<file path="src/rtl/shiftadder_pkg.sv">
// Shared types and helpers for the shift-adder array and its accumulator.
package shiftadder_pkg;

    typedef enum logic {MODE_FULL, MODE_HALVED} mode_e;
    typedef enum logic {ST_IDLE, ST_ACCUM} acc_state_e;

    // Nibble weight between partial-product positions in full recombine.
    localparam int unsigned NibbleShift = 4;
    // Widest value sext() can handle.
    localparam int unsigned SextWidth = 64;

    // Sign-extend the low fromWidth bits of value to SextWidth bits.
    function automatic logic [SextWidth-1:0] sext(input logic [SextWidth-1:0] value,
                                                  input int unsigned fromWidth);
        logic [SextWidth-1:0] shifted;
        shifted = value << (SextWidth - fromWidth);
        return $signed(shifted) >>> (SextWidth - fromWidth);
    endfunction

endpackage

</file>
<file path="src/rtl/pp_combine.sv">
// Recombines four signed partial products into one product or a 4-lane sum.
module pp_combine
    import shiftadder_pkg::*;
#(
    parameter int unsigned lengthProduct = 8,
    parameter int unsigned lengthAccum   = 32
) (
    input  mode_e                    mode,
    input  logic [lengthProduct-1:0] ppHH,
    input  logic [lengthProduct-1:0] ppHL,
    input  logic [lengthProduct-1:0] ppLH,
    input  logic [lengthProduct-1:0] ppLL,
    output logic [lengthAccum-1:0]   comb
);

    logic [lengthAccum-1:0] hh, hl, lh, ll;

    // Sign-extend each partial product, then weight by position or sum lanes.
    always_comb begin
        hh = lengthAccum'(sext(SextWidth'(ppHH), lengthProduct));
        hl = lengthAccum'(sext(SextWidth'(ppHL), lengthProduct));
        lh = lengthAccum'(sext(SextWidth'(ppLH), lengthProduct));
        ll = lengthAccum'(sext(SextWidth'(ppLL), lengthProduct));
        if (mode == MODE_HALVED) begin
            comb = hh + hl + lh + ll;
        end else begin
            comb = (hh << (2 * NibbleShift)) + ((hl + lh) << NibbleShift) + ll;
        end
    end

endmodule

</file>
<file path="src/rtl/config_product_accumulator.sv">
// Recombines partial-product beats and accumulates groups of them into results.
module config_product_accumulator
    import shiftadder_pkg::*;
#(
    parameter int unsigned lengthProduct = 8,
    parameter int unsigned lengthAccum   = 32,
    parameter int unsigned countWidth    = 8
) (
    input  logic                     clk,
    input  logic                     rst,
    input  logic                     halvedPrecision,
    input  logic [countWidth-1:0]    accumLength,
    input  logic                     in_valid,
    output logic                     in_ready,
    input  logic [lengthProduct-1:0] ppHH,
    input  logic [lengthProduct-1:0] ppHL,
    input  logic [lengthProduct-1:0] ppLH,
    input  logic [lengthProduct-1:0] ppLL,
    output logic                     out_valid,
    input  logic                     out_ready,
    output logic [lengthAccum-1:0]   out_result
);

    // Input-side group tracking
    logic [countWidth-1:0] inCnt, grpLen, effLen;
    mode_e                 grpMode, effMode;
    logic                  inLast, inAccept;
    logic [lengthAccum-1:0] comb;

    // Stage 1
    logic                   s1Valid, s1Last, s1Advance;
    logic [lengthAccum-1:0] s1Comb;

    // Stage 2
    acc_state_e             state, stateNext;
    logic [lengthAccum-1:0] acc, sum;
    logic [countWidth-1:0]  cnt;

    // Mode and length come from the ports on a group's first beat, else from the held copy.
    always_comb begin
        if (inCnt == '0) begin
            effMode = halvedPrecision ? MODE_HALVED : MODE_FULL;
            effLen  = (accumLength == '0) ? countWidth'(1) : accumLength;
        end else begin
            effMode = grpMode;
            effLen  = grpLen;
        end
        inLast    = ({1'b0, inCnt} + (countWidth + 1)'(1)) == {1'b0, effLen};
        // Only a final beat can stall: it needs the output register free.
        s1Advance = s1Valid && !(s1Last && out_valid && !out_ready);
        in_ready  = !rst && (!s1Valid || s1Advance);
        inAccept  = in_valid && in_ready;
        sum       = ((state == ST_IDLE) ? '0 : acc) + s1Comb;
    end

    pp_combine #(
        .lengthProduct(lengthProduct),
        .lengthAccum  (lengthAccum)
    ) uCombine (
        .mode(effMode),
        .ppHH(ppHH),
        .ppHL(ppHL),
        .ppLH(ppLH),
        .ppLL(ppLL),
        .comb(comb)
    );

    // Hold the group's mode/length and count accepted beats within the group.
    always_ff @(posedge clk or posedge rst) begin
        if (rst) begin
            inCnt   <= '0;
            grpLen  <= countWidth'(1);
            grpMode <= MODE_FULL;
        end else if (inAccept) begin
            grpLen  <= effLen;
            grpMode <= effMode;
            inCnt   <= inLast ? '0 : inCnt + countWidth'(1);
        end
    end

    // Stage 1 register: combined beat plus its end-of-group marker.
    always_ff @(posedge clk or posedge rst) begin
        if (rst) begin
            s1Valid <= 1'b0;
            s1Last  <= 1'b0;
            s1Comb  <= '0;
        end else if (inAccept) begin
            s1Valid <= 1'b1;
            s1Last  <= inLast;
            s1Comb  <= comb;
        end else if (s1Advance) begin
            s1Valid <= 1'b0;
        end
    end

    // Group FSM state register.
    always_ff @(posedge clk or posedge rst) begin
        if (rst) begin
            state <= ST_IDLE;
        end else begin
            state <= stateNext;
        end
    end

    // Group FSM next state: open on a non-final advance, close on the final one.
    always_comb begin
        stateNext = state;
        if (s1Advance) begin
            stateNext = s1Last ? ST_IDLE : ST_ACCUM;
        end
    end

    // Accumulator, beat counter and output register.
    always_ff @(posedge clk or posedge rst) begin
        if (rst) begin
            acc        <= '0;
            cnt        <= '0;
            out_valid  <= 1'b0;
            out_result <= '0;
        end else begin
            if (s1Advance) begin
                if (s1Last) begin
                    out_result <= sum;
                    acc        <= '0;
                    cnt        <= '0;
                end else begin
                    acc <= sum;
                    cnt <= cnt + countWidth'(1);
                end
            end
            if (s1Advance && s1Last) begin
                out_valid <= 1'b1;
            end else if (out_valid && out_ready) begin
                out_valid <= 1'b0;
            end
        end
    end

endmodule
</file>
<file path="config.mk">
export PLATFORM = sky130hd
export DESIGN_NAME = config_product_accumulator
export DESIGN_NICKNAME = d
export VERILOG_FILES = /design/src/rtl/shiftadder_pkg.sv /design/src/rtl/pp_combine.sv /design/src/rtl/config_product_accumulator.sv
export SDC_FILE = /design/constraint.sdc
export NUM_CORES = 1
export LEC_CHECK = 0
export CORE_ASPECT_RATIO = 1.25
export CORE_MARGIN = 2
export CORE_UTILIZATION = 35
export DETAILED_ROUTE_END_ITERATION = 6
export SLEW_MARGIN = 10
export SYNTH_ARGS = -nofsm -noshare
export SYNTH_HDL_FRONTEND = slang
export SYNTH_SLANG_ARGS = --single-unit
</file>
<file path="constraint.sdc">
create_clock -name clk -period 4.2 [get_ports clk]
set_input_delay 0.63 -clock clk [delete_from_list [all_inputs] [get_ports clk]]
set_output_delay 0.63 -clock clk [all_outputs]
set_load 0.1 [all_outputs]
</file>
# Word-level counts from Yosys, hierarchy flattened
# Cells that the tools add are included.
[totals]
latchBits = 0
in_bits = 45
n_memories = 0
ramBits = 0
ff_bits = 117
rom_bits = 0
output_inout_bits = 34
[classes]
shift = 0
n_mul = 0
n_bitwise = 0
muxes = 13
reduce_logical = 17
n_eq_ne = 1
order_cmp = 0
n_div = 0
add_sub_neg = 9
[ops]
columns = ["op", "count"]
rows = [
  ["two-way mux 32 bit", 3],
  ["adder 32 bit", 1],
  ["two-way mux 8 bit", 3],
  ["adder 17 x 8 -> 18 bit", 1],
  ["adder 8 x 8 -> 9 bit", 2],
  ["adder 16 x 13 -> 17 bit", 1],
  ["logical NOT 8 bit", 2],
  ["adder 10 x 8 -> 11 bit", 1],
  ["adder 9 x 8 -> 10 bit", 1],
  ["adder 8 x 1 -> 9 bit, second input constant", 1],
  ["== test 9 x 8 -> 1 bit", 1],
  ["adder 8 x 1 -> 8 bit, second input constant", 1],
  ["logical AND 1 bit", 7],
  ["two-way mux 1 bit", 7],
  ["logical NOT 1 bit", 4],
  ["nonzero test 2 bit", 2],
  ["AND reduction 2 bit", 1],
  ["logical OR 1 bit", 1],
]

# Logic depth before layout (Yosys ltp)
[logic_depth]
ltp_word = 8
mapped_depth = 20
mapped_depth_nobuf = 20

# Modules after synthesis
# Synthesis repeated with hierarchy kept, for this count alone.
[hier_totals]
hier_cells = 955
area_unflattened_um2 = 8931.1
[by_module_without_submodules]
columns = ["module", "seq_area_each_um2", "cells_each", "area_per_inst_um2", "n_inst"]
rows = [
  ["config_product_accumulator", 2929.1, 680, 6696.4, 1],
  ["pp_combine", 0.0, 275, 2234.6, 1],
]

# Worst setup path before layout
# OpenSTA, ideal clock, no wires.
[synth_path]
path_type = "input to register"
start = "input port ppHL[0]"
end = "register s1Comb[16]"
n_path_buf = 0
slack_ns = 0.050
path_stages = 20
t_arrival_ns = 4.072
required_ns = 4.123
cell_sequence = "ha_1 inv_1 fa_1 inv_1 a21o_1 a21oi_1 o21bai_1 a21o_1 a2111oi_0 a21oi_1 fa_1 inv_1 ha_1 a21o_1 nand2_1 o21ai_0 o41ai_1 xnor2_1 nand2_1 a21oi_1"
[synth_between]
elab_chain_cells = 4
elab_cells_between_ends = 7
classes_between = "6 x add/sub; 1 x mux"
[synth_rtl]
columns = ["item", "line", "source"]
rows = [
  ["start: declaration", "config_product_accumulator.sv:16", "input logic [lengthProduct-1:0] ppHL,"],
  ["adder 8 x 8 -> 9 bit (on tied branches)", "pp_combine.sv:27, pp_combine.sv:25", ""],
  ["adder 16 x 13 -> 17 bit or adder 9 x 8 -> 10 bit (tied branches)", "pp_combine.sv:27, pp_combine.sv:25", ""],
  ["adder 17 x 8 -> 18 bit or adder 10 x 8 -> 11 bit (tied branches)", "pp_combine.sv:27, pp_combine.sv:25", ""],
  ["two-way mux 32 bit (*)", "pp_combine.sv:24", "if (mode == MODE_HALVED) begin"],
  ["end signal: assignment", "config_product_accumulator.sv:90", "s1Comb <= comb;"],
  ["end: declaration", "config_product_accumulator.sv:32", "logic [lengthAccum-1:0] s1Comb;"],
]
# Mark *: on every way between the ends. The rest lies on a longest branch, timed or not.
# A chain may end at the register's enable or synchronous reset.

# Worst setup path in the final report
[layout_path]
start = "input port ppLH[2]"
end = "register s1Comb[14]"
[layout_between]
elab_chain_cells = 4
elab_cells_between_ends = 6
classes_between = "5 x add/sub; 1 x mux"
[layout_rtl]
columns = ["item", "line", "source"]
rows = [
  ["start: declaration", "config_product_accumulator.sv:17", "input logic [lengthProduct-1:0] ppLH,"],
  ["adder 8 x 8 -> 9 bit", "pp_combine.sv:27", "comb = (hh << (2 * NibbleShift)) + ((hl + lh) << NibbleShift) + ll;"],
  ["adder 16 x 13 -> 17 bit", "pp_combine.sv:27", ""],
  ["adder 17 x 8 -> 18 bit", "pp_combine.sv:27", ""],
  ["two-way mux 32 bit (*)", "pp_combine.sv:24", ""],
]
# Marked as above.

==> summary.md <==
| Metric | Value |
|---|---|
| Critical Path RT | `roughly 4.4 ns` |
| Synth top area share | `0.327` |
| Starting Density | `0.354` |
| Clock root buffer | `clkbuf_16` |
| Tmin final | `between 3 and 4 ns` |
| Synth area leader | `dfrtp_1` |
| #FFs+latches synth | `103` |
| DR WL/cell | `13.9 um` |
| Number of synthesized flops with an enable pin | `0` |
| CTS buffer count | `9` |
| Worst Reg2Reg Path Length in Cells | `12` |
| Die width | `around 140 um` |
| Mux share of post-synthesis cell area | `0.0672` |
| PortBufs | `78` |
| Die H | `171 um` |
| Maxcap violations | `0` |
| HPWL after DPL | `13,000 um` |
| VDD IR-drop max | `approximately 0.38 mV` |
| Critical path peak fanout | `2` |
| Fmax | `0.250 GHz` |
| Drt total wl | `16,900 um` |
| Fin util | `0.437` |
| Count leader, synth | `dfrtp_1` |
| Synth Area in Adders | `0.179` |
| Clk pin slew, worst setup/hold paths | `0.07 ns` |
| Setup-failing EPs final | `0` |
| Syn Std Cell Area | `around 0.008 mm^2` |
| Syn Area/Cell | `approximately 9.6 um^2` |
| Gr usage total | `0.154` |
| Main flop type after synthesis | `dfrtp_1` |
| Via density | `just under 5` |
| Die area | `between 0.02 and 0.025 mm^2` |
| Worst hold-check path type | `reg2reg` |
| Vias post-DR | `approximately 6,000` |
| Core area | `approximately 0.022 mm^2` |
| Total gr overflow | `0` |
| Complex-gate fraction of the synthesized area | `0.182` |
| Final Max Slew Viols | `0` |
| Fin. Hold Viols | `0` |
| Mapped Nets | `951` |
| Slew @ Worst Pin | `~1.0 ns` |
| Detail Route Antenna Nets | `0` |
| DRC | `0` |
| Place WS | `-0.608 ns` |
| XOR/XNOR Fraction of Synth Area | `0.0672` |
| CP endpoint kind | `flip-flop` |
| Final Cycle Share | `0.952` |
| Power per cell area | `between 700 and 800 mW/mm^2` |
| Slew headroom | `0.304` |
| Most common library cells after synthesis | `dfrtp_1 (102), nand2_1 (68), ha_1 (67)` |
| Number of distinct library cells after synthesis | `between 50 and 60` |
| Seq/Total Area, Yosys | `0.330` |
| Cells after Synth | `811` |
| Clock Sinks | `103` |
| Worst hold stages | `2` |
| GP Congestion | `about 0.83` |
| # hold bufs at CTS | `0` |
| Fraction of registers with async set/reset | `1.00` |
| Flop2flop setup slack | `between 0.6 and 0.7 ns` |
| Largest cells by area after synthesis | `dfrtp_1 (33%), ha_1 (11%), fa_1 (7.2%)` |
| Largest family of logic cells by synthesized area | `compound AO/OA/AOI/OAI gates` |
| CTS tree | `built` |
| Iter 0 DRT Violations | `202` |
| H-tree levels | `3` |
| Critical Path Start Type | `input port` |
| Nets | `1,066` |
| Clock Path Buffers | `2` |
| Synth warnings | `0` |
| # rows | `just over 60` |
| Largest net degree at the start of global routing | `76` |
| Setup WS post-layout | `~0.20 ns` |
| Share of layout cells above drive strength 1 | `0.149` |
| WP data arrival | `about 4.2 ns` |
| Setup CP Type | `in2reg` |
| I/O pins | `just under 80` |
| Clock latency at the later pin of the worst-skew pair | `~0.36 ns` |
| Status | `finished clean` |
| Pleak | `~4.6 nW` |
| Skew final | `roughly 0.013 ns` |
| Number of global-route vias before repair | `around 6,100` |
| 1st-pass router iterations | `4` |
| Post-Synth Simple-Gate Area | `0.133` |
| Diode count | `0` |
| Area grow syn2layout | `23.3%` |
| First-pass GRT wire length | `between 20,000 and 30,000 um` |
| Initial antenna violation count | `0` |
==> area by class of cell <==
class                      count  area, um^2
clock inverter                 6        62.6
fill                        2153       12400
tap                          283         354
sequential                   103        2580
multi-input combinational    621        5000
clock buffer                  10         229
inverter                      59         224
timing repair buffer         132        1190
==> worst max-delay path, cell delays in order <==
cell and delay (ns):
clkdlybuf4s50_1 0.42, ha_1 0.31, a21o_1 0.20, a21oi_2 0.16, o21bai_1 0.09, a21o_1 0.25, xnor2_2 0.16, fa_1 0.48
inv_1 0.04, ha_1 0.20, or2_4 0.24, o22a_1 0.22, o311ai_4 0.10, o21ai_2 0.11, buf_4 0.14, or3_1 0.30
nand3_1 0.09, a21oi_1 0.07
==> metrics by stage <==
step | power (mW) | hold slack (ns) | instance area [um^2] | std cells | setup TNS (ns)
global placement | 6.33 | 0.442 | 9250 | 1197 | -2.22
global route | 7.83 | 0.496 | 9640 | 1214 | -0.00439
detailed placement | 6.36 | 0.448 | 9250 | 1197 | -2.63
CTS | 7.26 | 0.463 | 9570 | 1213 | 0
finish | 7.22 | 0.461 | 9640 | 1214 | 0
floorplan | 5.23 | 0.430 | 7820 | 811 | 0
==> cell usage in the layout (no fill, tap or decap), drive strengths merged, types with 4 or more instances in the layout <==
cell type,instances
a22o,27
nor2b,9
nand3,12
nand4,6
inv,59
a21oi,60
nor2,36
nor3,9
and3,7
dlymetal6s2s,4
mux2,36
a211oi,5
buf,55
xnor2,44
fa,28
dfrtp,102
clkbuf,10
nand2b,9
and2,33
xor2,16
or2,4
a21o,27
nand2,69
ha,67
mux2i,12
nor4,4
o21ai,50
o31ai,8
o21bai,13
clkdlybuf4s50,73
==> flip-flops by register name (all words and copies together) (netlist names) <==
name        flops
acc            32
s1Comb         18
grpMode         1
state           1
grpLen          8
out_valid       1
out_result     32
s1Valid         1
inCnt           8
s1Last          1
==> final timing paths <==
kind | start | end
worst max-delay path | ppLH[2] | s1Comb[14]$_DFFE_PP0P_
worst min-delay path | acc[0]$_DFFE_PP0P_ | acc[0]$_DFFE_PP0P_
worst max register to register | state$_DFFE_PP0P_ | out_result[24]$_DFFE_PP0P_
worst min register to register | acc[0]$_DFFE_PP0P_ | acc[0]$_DFFE_PP0P_
max in group asynchronous | rst | acc[17]$_DFFE_PP0P_
min in group asynchronous | rst | s1Last$_DFFE_PP0P_
==> layer usage <==
metal  routed length, um  up-vias  part of all wire  global-route usage
met2                8400       89              0.50               0.267
met1                7780     2771              0.46               0.195
li1                    -     3086                 -                   -
met4                 274        0             0.016              0.0489
met3                 476       17             0.028              0.0246
met5                   0        -                 0                   0
==> report_power, final <==
| group | switching [mW] | total (mW) | internal [mW] |
|---|---|---|---|
| combinational | 2.87 | 4.78 | 1.90 |
| sequential | 0.242 | 1.60 | 1.36 |
| clock | 0.378 | 0.838 | 0.460 |
==> cell families after synthesis <==
family                   Yosys count
XOR/XNOR                          60
multiplexers                      48
AND/OR/NAND/NOR                  205
flip-flops                       103
AO/OA/AOI/OAI                    213
buffers and inverters             87
adder cells (fa/ha/maj)           95
==> timing repair <==
item	4_1_cts	5_1_grt
pin swaps	6	10
setup endpoints to repair	4	5
resized for setup	8	16
endpoints found under the hold margin	0	0
buffers inserted	0	1
Power figures use the tool's default switching activity.
